==> src/rtl/program_counter_pkg.sv <==
// Shared width and select encodings for the ONC-16 fetch-stage program counter.
// Users of this package: program_counter (optional PC_STALL_EN hold input) and pc_next.
package program_counter_pkg;

    localparam int PC_DATA_W = 16;

    typedef enum logic {
        SEQ = 1'b0,
        BR  = 1'b1
    } br_sel_e;

    typedef enum logic {
        IMM_REL = 1'b0,
        REG_ABS = 1'b1
    } imr_sel_e;

endpackage

==> src/rtl/program_counter_pc_next.sv <==
// Next-PC selection: sequential increment, PC-relative branch, or register-absolute jump.
// All arithmetic is modulo 2^DATA_W with no carry out.
module pc_next
    import program_counter_pkg::*;
#(
    parameter int DATA_W = PC_DATA_W
) (
    input  logic [DATA_W-1:0] pc,
    input  logic [DATA_W-1:0] imm,
    input  logic [DATA_W-1:0] rs,
    input  logic              imr_sel,
    input  logic              br_sel,
    output logic [DATA_W-1:0] pc_next
);

    logic [DATA_W-1:0] w_pc_inc;
    logic [DATA_W-1:0] w_pc_rel;

    assign w_pc_inc = pc + DATA_W'(1);
    // Offset is applied to the current PC, not PC+1.
    assign w_pc_rel = pc + imm;

    // br_sel is decoded first so imr_sel cannot influence a sequential step.
    always_comb begin
        pc_next = w_pc_inc;
        if (br_sel == BR) begin
            if (imr_sel == REG_ABS) begin
                pc_next = rs;
            end else begin
                pc_next = w_pc_rel;
            end
        end
    end

endmodule

==> src/rtl/program_counter.sv <==
// ONC-16 program counter register driving the instruction-memory address.
// Define PC_STALL_EN to add a stall input that holds the PC (branch requests are dropped).
module program_counter
    import program_counter_pkg::*;
#(
    parameter int DATA_W = PC_DATA_W
) (
    input  logic              clock,
    input  logic              n_rst,
    input  logic [DATA_W-1:0] imm,
    input  logic [DATA_W-1:0] rs,
    input  logic              imr_sel,
    input  logic              br_sel,
`ifdef PC_STALL_EN
    input  logic              stall,
`endif
    output logic [DATA_W-1:0] out
);

    logic [DATA_W-1:0] r_pc;
    logic [DATA_W-1:0] w_pc_next;
    logic              w_pc_en;

    pc_next #(
        .DATA_W (DATA_W)
    ) u_pc_next (
        .pc      (r_pc),
        .imm     (imm),
        .rs      (rs),
        .imr_sel (imr_sel),
        .br_sel  (br_sel),
        .pc_next (w_pc_next)
    );

`ifdef PC_STALL_EN
    assign w_pc_en = ~stall;
`else
    assign w_pc_en = 1'b1;
`endif

    always_ff @(posedge clock or negedge n_rst) begin
        if (!n_rst) begin
            r_pc <= '0;
        end else if (w_pc_en) begin
            r_pc <= w_pc_next;
        end
    end

    assign out = r_pc;

endmodule

==> config.mk <==
export PLATFORM = sky130hd
export DESIGN_NAME = program_counter
export DESIGN_NICKNAME = d
export VERILOG_FILES = /design/src/rtl/program_counter_pkg.sv /design/src/rtl/program_counter_pc_next.sv /design/src/rtl/program_counter.sv
export SDC_FILE = /design/constraint.sdc
export NUM_CORES = 1
export LEC_CHECK = 0
export CORE_MARGIN = 2
export CORE_UTILIZATION = 30
export CTS_CLUSTER_DIAMETER = 60
export DETAILED_ROUTE_END_ITERATION = 8
export GPL_ROUTABILITY_DRIVEN = 0
export PLACE_DENSITY = 0.57
export RECOVER_POWER = 25
export SYNTH_ARGS = -nofsm -noshare
export SYNTH_HDL_FRONTEND = slang
export SYNTH_SLANG_ARGS = --single-unit
==> constraint.sdc <==
create_clock -name clock -period 4.03 [get_ports clock]
set_clock_uncertainty 0.05 [all_clocks]
set_input_delay 0.403 -clock clock [delete_from_list [all_inputs] [get_ports clock]]
set_output_delay 0.403 -clock clock [all_outputs]
set_load 0.05 [all_outputs]
==> results of run 1 <==
## synthesized netlist by cell type, drive strengths merged, types with 2 or more instances
cell type	number
ha	16
nor2b	4
inv	3
a31oi	2
nor2	15
o21ai	16
a21oi	25
xor2	8
o22ai	4
and3	3
xnor2	16
a41o	2
o211ai	2
nor3	2
mux2i	8
nand3	10
clkbuf	6
nand2	28
dfrtp	16
nand3b	2
## logic make-up after synthesis
logic type | after synthesis | synth area share, %
adder cells (fa/ha/maj) | 17 | 13.4
buffers and inverters | 10 | 2.28
AO/OA/AOI/OAI | 59 | 22.2
AND/OR/NAND/NOR | 70 | 20.1
XOR/XNOR | 24 | 12.8
multiplexers | 8 | 4.87
flip-flops | 16 | 24.4
## cell type report
| class | instances | area, µm² | share of cell area, % |
|---|---|---|---|
| multi-input combinational | 178 | 1200 | 53.1 |
| clock buffer | 4 | 55.1 | 2.43 |
| timing repair buffer | 51 | 510 | 22.5 |
| sequential | 16 | 400 | 17.6 |
| tap | 70 | 87.6 | 3.86 |
| inverter | 3 | 11.3 | 0.496 |
## layer usage
layer	GRT usage, %	routed length [µm]	vias up
li1	-	-	828
met1	22.4	2370	752
met2	24.9	2080	33
met3	2.44	175	2
met4	2.63	27	0
met5	0	0	-
## critical path, stage by stage
cell,delay [ns]
clkdlybuf4s50_1,0.46
ha_1,0.18
fa_1,0.23
a21oi_2,0.09
o21ai_2,0.16
a21oi_2,0.09
or4_4,0.52
o211ai_2,0.09
mux2i_1,0.21
a31oi_1,0.09
## worst max path at each step
| stage | endpoint | slack, ns | cells past startpoint |
|---|---|---|---|
| after floorplan | out[14] | 1.55 | 9 |
| after global placement | out[14] | 1.33 | 10 |
| after detailed placement | out[14] | 1.30 | 10 |
| after CTS | out[14] | 1.58 | 10 |
| after global routing | out[10] | 1.43 | 10 |
| final | out[14] | 1.57 | 10 |
## stage by stage
step                instances  util (%)  total power, W  hold slack, ns
floorplan                 204         -         0.00101          0.0574
detailed placement        318      42.5         0.00129           0.499
CTS                       322      43.6         0.00145           0.510
global placement          318      42.5         0.00129           0.493
finish                    322      43.6         0.00145           0.501
global route              322      43.6         0.00156           0.546
## power by group through the flow
| stage | clock network (W) | logic, W | registers, W |
|---|---|---|---|
| global placement | 0 | 0.000974 | 0.000317 |
| finish | 0.000154 | 0.000977 | 0.000316 |
| global route | 0.000162 | 0.00107 | 0.000326 |
| floorplan | 0 | 0.000515 | 0.000497 |
| detailed placement | 0 | 0.000975 | 0.000317 |
| CTS | 0.000159 | 0.000979 | 0.000314 |
==> flow_metrics.py, run 1 <==
metrics = {
    "cells_and_area": {
        "n_antenna_cell": 0,
        "final_common_cell": "clkdlybuf4s50_1",
        "final_cell_area_mm2": 0.00227,
        "largest_register_ffs": 16,
        "fill_cells": 534,
        "nNetsFinal": 306,
        "mostFrequentLayoutCells": "clkdlybuf4s50_1, nand2_1, a21oi_1",
        "syn_to_final_growth_pct": 38.2,
        "drive_above_1_share_pct": 4.37,
    },
    "worst_hold_path": {
        "min_from": "out[0]",
        "hold_end": "out[0]",
        "min_path_cells": 1,
        "hold_class": "flip-flop to flip-flop",
    },
    "placed_design": {
        "place_ws_ns": 1.30,
        "place_area_mm2": 0.00221,
        "portBuffers": 51,
        "hpwlAfterDp_um": 3550,
    },
    "clock_tree": {
        "cts_tree": "yes",
        "cts_made_buffers": 3,
        "clock-sinks": 16,
        "ctsHoldBuffers": 0,
        "cts_root_buf": "clkbuf_8",
        "htreeDepth": 1,
        "clock_path_buffers": 2,
        "path_clk_slew_ns": 0.07,
        "cts.repair.resized": 0,
        "cts_setup_buffers": 0,
        "clk_latency_ns": 0.26,
    },
    "critical_path": {
        "crit-reg2reg-capture": "out[7]",
        "arrival_ns": 2.53,
        "r2r_start": "out[4]",
        "startpoint": "imm[0]",
        "r2r_cells": 8,
        "endpoint_kind": "flip-flop",
        "path_class": "input pin to flip-flop",
        "cp_max_fo": 3,
        "cp.required_ns": 4.10,
        "worst_setup_path_start_kind": "input pin",
        "r2r_slack_ns": 1.71,
    },
    "global_routing": {
        "grt-ovfl-total": 0,
        "grt_start_max_net_pins": 31,
        "track_usage_pct": 15.6,
        "grt_pass1_vias": 1539,
        "grt_first_pass_wirelength_um": 7560,
        "antenna_found_initial": 0,
    },
    "synth": {
        "async_reset_ff_share_pct": 100,
        "yosysSeqAreaShare_pct": 24.4,
        "synthCells": 204,
        "synth_top_area_share_pct": 24.4,
        "ys_warn_count": 0,
        "synth-edff-count": 0,
        "ys_seq_elements": 16,
        "synth_top_cells_by_area": "dfrtp_1, ha_1, xnor2_1, a21oi_1, nand2_1",
        "syn-cell-area_mm2": 0.00164,
        "yosysTopAreaCell": "dfrtp_1",
        "synth_cell_types": 40,
        "synth_fp_nets": 257,
        "synth_flop_cell": "dfrtp_1",
        "avgSynthCellArea_um2": 8.05,
    },
    "sta": {
        "hold_violations": 0,
        "worstMarginPinSlew_ns": 1.07,
        "max_freq_mhz": 407,
        "period_share_pct": 61.0,
        "finalSetupTns_ns": 0,
        "fin_ws_ns": 1.57,
        "relSlewSlack_pct": 28.2,
        "finalMaxSlewViolations": 0,
        "setup_viol": 0,
        "fin_crit_ns": 2.46,
        "rsz0062_at_grt": "no",
    },
    "pwr": {
        "switching_power_w": 0.000737,
        "powerDensity_mw_per_mm2": 638,
        "switching_share_pct": 50.9,
        "vdd_drop_max_mv": 0.249,
        "internal_power_w": 0.000710,
        "seq_power_share_pct": 21.8,
        "pwr-share-clk_pct": 10.6,
        "p_leak_nw": 0.923,
        "power_frac_comb_pct": 67.6,
    },
    "die": {
        "die-area_mm2": 0.00608,
        "coreArea_mm2": 0.00520,
        "start_util_pct": 31.6,
        "num_io_pins": 52,
        "rows": 26,
        "die_h_um": 78,
        "die_w_um": 78,
    },
    "status": {
        "status": "complete, no violations",
    },
    "detailed_routing": {
        "drtAntennaViolNets": 0,
        "drt_pass1_iterations": 4,
        "via_per_inst": 5.02,
        "dr_total_vias": 1615,
        "drc": 0,
        "wirelength_um": 4660,
        "post_drt_wl_per_cell_um": 14.5,
        "drtIter0Drc": 88,
    },
    "run": {
        "max_cap_viol_count": 0,
    },
}
(Power assumes the default switching activity.)
==> run 2, diff against run 1 <==
- PLACE_DENSITY: 0.57 -> 0.59
- clock period: 4.03 -> 2.05 ns (I/O delays scaled with it)
==> flow_metrics.py, run 2 (synthesized netlist as in run 1, its figures left out) <==
metrics = {
    "status": {
        "status": "finished, violations left",
        "violations": "setup timing",
    },
    "worst_hold_path": {
        "hold_end": "out[13]",
        "min_path_cells": 3,
        "hold_class": "input pin to flip-flop",
        "min_from": "rs[13]",
    },
    "die": {
        "rows": 26,
        "die_h_um": 78,
        "start_util_pct": 31.6,
        "coreArea_mm2": 0.00520,
        "die_w_um": 78,
        "num_io_pins": 52,
        "die-area_mm2": 0.00608,
    },
    "placed_design": {
        "hpwlAfterDp_um": 4020,
        "place_area_mm2": 0.00254,
        "dp_cells": 355,
        "portBuffers": 51,
    },
    "critical_path": {
        "cp_top_family": "compound AO/OA/AOI/OAI gates",
        "endpoint_kind": "flip-flop",
        "cp.required_ns": 2.13,
        "cp_max_fo": 3,
        "arrival_ns": 2.22,
        "worst_setup_path_start_kind": "flip-flop",
        "critPathBufInv": 0,
        "r2r_cells": 9,
        "r2r_start": "out[0]",
        "path_class": "flip-flop to flip-flop",
        "cp_cell_sequence": "ha_4 > fa_2 > a21oi_4 > o211a_1 > o31ai_2 > o2111ai_1 > nand2_1 > xnor2_1 > a21oi_1",
        "crit_path_max_incr_delay_ns": 0.43,
        "slowest_stage": "dfrtp_2",
        "r2r_slack_ns": -0.09,
        "crit-reg2reg-capture": "out[12]",
    },
    "cells_and_area": {
        "final_util_pct": 50.5,
        "syn_to_final_growth_pct": 59.9,
        "nNetsFinal": 343,
        "drive_above_1_share_pct": 22.1,
        "final_common_cell": "clkdlybuf4s50_1",
        "largest_register_ffs": 16,
        "n_antenna_cell": 0,
        "mostFrequentLayoutCells": "clkdlybuf4s50_1, buf_4, nand2_1",
        "stdcell_count": 359,
        "final_cell_area_mm2": 0.00263,
    },
    "clock_tree": {
        "cts_setup_buffers": 0,
        "clock_path_buffers": 2,
        "path_clk_slew_ns": 0.07,
        "htreeDepth": 1,
        "cts_made_buffers": 3,
        "cts_tree": "yes",
        "clock-sinks": 16,
        "clk_latency_ns": 0.26,
        "ctsHoldBuffers": 0,
        "cts_root_buf": "clkbuf_8",
    },
    "sta": {
        "fin_ws_ns": -0.0874,
        "period_share_pct": 104,
        "finalMaxSlewViolations": 0,
        "max_freq_mhz": 468,
        "setup_viol": 3,
        "relSlewSlack_pct": 35.0,
        "hold_violations": 0,
        "rsz0062_at_grt": "yes",
        "worstMarginPinSlew_ns": 0.975,
        "fin_crit_ns": 2.14,
        "fin_hold_ws_ns": 0.498,
    },
    "global_routing": {
        "track_usage_pct": 17.3,
        "grt_start_max_net_pins": 17,
        "grt-ovfl-total": 0,
        "antenna_found_initial": 0,
        "grt_first_pass_wirelength_um": 8370,
        "grt_pass1_vias": 1780,
    },
    "pwr": {
        "switching_share_pct": 47.6,
        "powerDensity_mw_per_mm2": 1260,
        "pwr-share-clk_pct": 9.1,
        "vdd_drop_max_mv": 0.618,
        "internal_power_w": 0.00173,
        "p_leak_nw": 1.10,
        "switching_power_w": 0.00157,
        "power_frac_comb_pct": 73.4,
        "seq_power_share_pct": 17.4,
    },
    "detailed_routing": {
        "drtAntennaViolNets": 0,
        "via_per_inst": 4.97,
        "dr_total_vias": 1783,
        "drtIter0Drc": 80,
        "drt_pass1_iterations": 4,
        "drc": 0,
        "wirelength_um": 5000,
        "post_drt_wl_per_cell_um": 13.9,
    },
    "run": {
        "max_cap_viol_count": 0,
    },
}
run 2: power groups by stage:
stage                     clock network [W]  logic (W)  registers [W]
after CTS                          0.000315    0.00238       0.000569
after detailed placement                  0    0.00235       0.000574
final                              0.000302    0.00243       0.000576
after global placement                    0    0.00234       0.000573
after floorplan                           0    0.00105       0.000998
after global routing               0.000325    0.00265       0.000593
run 2: what timing repair did:
| item | CTS | global route |
|---|---|---|
| pin swaps | 2 | 4 |
| endpoints found under the setup margin | 3 | 12 |
| gates resized for setup | 1 | 6 |
| gates cloned | 0 | 0 |
run 2: final cells by class:
| class | instances | area [µm²] |
|---|---|---|
| Multi-Input combinational cell | 178 | 1280 |
| Fill cell | 524 | 2580 |
| Sequential cell | 16 | 410 |
| Clock buffer | 4 | 55.1 |
| Tap cell | 70 | 87.6 |
| Timing Repair Buffer | 88 | 785 |
| Inverter | 3 | 11.3 |
run 2: through the flow:
step	setup WS [ns]	power, W	setup TNS [ns]
finish	-0.0874	0.00330	-0.164
global route	-0.202	0.00357	-1.27
CTS	-0.0877	0.00326	-0.166
detailed placement	-0.367	0.00293	-2.83
global placement	-0.336	0.00292	-2.78
floorplan	-0.125	0.00205	-0.436
run 2: per-layer routing:
layer	up-vias	GRT usage, %	routed length, µm
met1	834	25.1	2520
met5	-	0	0
met3	3	2.79	214
met2	41	27.0	2240
li1	905	-	-
met4	0	3.68	19
run 2: worst max-delay path by stage:
stage	slack, ns	cells past startpoint	endpoint	startpoint
final	-0.09	9	out[12]	out[0]
after global routing	-0.20	9	out[12]	out[0]
after CTS	-0.09	9	out[12]	out[0]
after detailed placement	-0.37	10	out[12]	imm[0]
after global placement	-0.34	10	out[12]	imm[0]
after floorplan	-0.13	9	out[12]	out[0]
run 2: worst register-to-register path, delay by kind of cell (launching register included):
| kind | cells | cell delay [ns] |
|---|---|---|
| DFF | 1 | 0.43 |
| adders and majority gates | 2 | 0.54 |
| and+or+nand+nor | 1 | 0.10 |
| AOI/OAI and AO/OA | 5 | 0.71 |
| xor gates and xnor gates | 1 | 0.18 |
==> run 3, diff against run 2 <==
- CORE_ASPECT_RATIO: not set -> 0.75
- GPL_TIMING_DRIVEN: not set -> 1
==> flow_metrics.py, run 3 (synthesized netlist as in run 1, its figures left out) <==
metrics = {
    "global_routing": {
        "grt_first_pass_wirelength_um": 8300,
        "track_usage_pct": 18.1,
        "grt_start_max_net_pins": 24,
        "grt-ovfl-total": 0,
        "antenna_found_initial": 0,
        "grt_pass1_vias": 1624,
    },
    "critical_path": {
        "arrival_ns": 2.29,
        "r2r_slack_ns": -0.11,
        "critPathBufInv": 0,
        "cp.required_ns": 2.18,
        "slowest_stage": "dfrtp_2",
        "worst_setup_path_start_kind": "flip-flop",
        "path_class": "flip-flop to flip-flop",
        "crit_path_max_incr_delay_ns": 0.43,
        "cp_top_family": "compound AO/OA/AOI/OAI gates",
        "endpoint_kind": "flip-flop",
        "cp_cell_sequence": "ha_4 > fa_2 > a21oi_4 > o211a_1 > o31ai_4 > a31oi_1 > xnor2_1 > mux2i_1 > a21oi_1",
        "cp_max_fo": 3,
    },
    "worst_hold_path": {
        "hold_class": "input pin to flip-flop",
    },
    "placed_design": {
        "dp_cells": 362,
        "place_area_mm2": 0.00257,
        "hpwlAfterDp_um": 4390,
        "place_ws_ns": -0.360,
        "portBuffers": 51,
    },
    "detailed_routing": {
        "via_per_inst": 4.89,
        "drtIter0Drc": 90,
        "highest_layer": "met4",
        "drc": 0,
        "drtAntennaViolNets": 0,
        "met3_length_um": 310,
        "wl_met1_um": 2760,
        "drt_pass1_iterations": 4,
        "dr_total_vias": 1811,
        "post_drt_wl_per_cell_um": 14.5,
        "wirelength_um": 5370,
        "wl_met2_um": 2260,
    },
    "sta": {
        "relSlewSlack_pct": 38.4,
        "period_share_pct": 106,
        "worstMarginPinSlew_ns": 0.923,
        "max_freq_mhz": 462,
        "fin_ws_ns": -0.114,
        "rsz0062_at_grt": "yes",
        "fin_crit_ns": 2.16,
        "setup_viol": 8,
        "hold_violations": 0,
        "finalMaxSlewViolations": 0,
    },
    "die": {
        "die_h_um": 68.1,
        "die-area_mm2": 0.00609,
        "num_io_pins": 52,
        "coreArea_mm2": 0.00532,
        "rows": 23,
        "start_util_pct": 30.9,
        "die_w_um": 89.5,
    },
    "pwr": {
        "vdd_drop_max_mv": 0.475,
        "p_leak_nw": 1.14,
        "pwr-share-clk_pct": 8.0,
        "switching_power_w": 0.00166,
        "powerDensity_mw_per_mm2": 1290,
        "power.total_w": 0.00352,
        "internal_power_w": 0.00186,
        "switching_share_pct": 47.2,
        "power_frac_comb_pct": 75.5,
        "seq_power_share_pct": 16.4,
    },
    "status": {
        "violations": "setup timing",
        "status": "finished, violations left",
    },
    "clock_tree": {
        "clock-sinks": 16,
        "clock_path_buffers": 2,
        "ctsHoldBuffers": 0,
        "cts_made_buffers": 3,
        "path_clk_slew_ns": 0.06,
        "clk_latency_ns": 0.25,
        "cts_tree": "yes",
        "htreeDepth": 1,
        "cts_root_buf": "clkbuf_8",
    },
    "cells_and_area": {
        "drive_above_1_share_pct": 25.1,
        "final_cell_area_mm2": 0.00273,
        "mostFrequentLayoutCells": "clkdlybuf4s50_1, buf_4, nand2_1",
        "fill_cells": 513,
        "final_util_pct": 51.3,
        "nNetsFinal": 349,
        "multi_input_area_mm2": 0.00132,
        "largest_register_ffs": 16,
        "final_common_cell": "clkdlybuf4s50_1",
        "n_antenna_cell": 0,
        "syn_to_final_growth_pct": 66.3,
        "seqCellArea_um2": 410,
        "stdcell_count": 370,
    },
    "run": {
        "max_cap_viol_count": 0,
    },
}
-- run 3: per-layer routing --
layer  global-route usage (%)  up-vias
li1                         -      921
met1                     28.7      847
met2                     25.6       41
met3                     2.53        2
met4                     3.92        0
met5                        0        -
-- run 3: final timing paths --
kind	cells past startpoint	to	from
min reg2reg	2	out[0]	out[0]
max reg2reg	9	out[10]	out[0]
min	4	out[0]	imm[0]
max in group asynchronous	2	out[8]	n_rst
min in group asynchronous	2	out[1]	n_rst
max	9	out[10]	out[0]
-- run 3: metrics by stage --
| stage | hold slack [ns] | setup TNS, ns |
|---|---|---|
| 2_1_floorplan | -0.141 | -0.436 |
| 3_3_place_gp | 0.504 | -3.01 |
| 3_5_place_dp | 0.499 | -3.08 |
| 4_1_cts | 0.222 | -0.270 |
| 5_1_grt | 0.538 | -1.51 |
| 6_report | 0.509 | -0.400 |
-- run 3: area by class of cell --
cell class / instances / area share, %
Tap cell: 75 / 3.44
Clock buffer: 4 / 2.02
Timing Repair Buffer: 94 / 30.8
Multi-Input combinational cell: 178 / 48.3
Sequential cell: 16 / 15.0
Inverter: 3 / 0.412
-- run 3: worst reg2reg max path, stage by stage, from the launching register on --
cell     delay (ns)
dfrtp_2        0.43
ha_4           0.17
fa_2           0.39
a21oi_4        0.17
o211a_1        0.21
o31ai_4        0.08
a31oi_1        0.21
xnor2_1        0.15
mux2i_1        0.09
a21oi_1        0.15
-- run 3: power by group through the flow --
stage                     clock (W)  combinational, W  sequential, W
final                      0.000283           0.00266       0.000579
after global routing       0.000305           0.00287       0.000591
after CTS                  0.000292           0.00255       0.000575
after detailed placement          0           0.00246       0.000571
after global placement            0           0.00246       0.000575
after floorplan                   0           0.00105       0.000998
-- run 3: timing repair --
action                                  4_1_cts  5_1_grt
endpoints found under the setup margin        9       11
pin swaps                                     3       15
resized for setup                             7        9
buffers inserted                              1        3
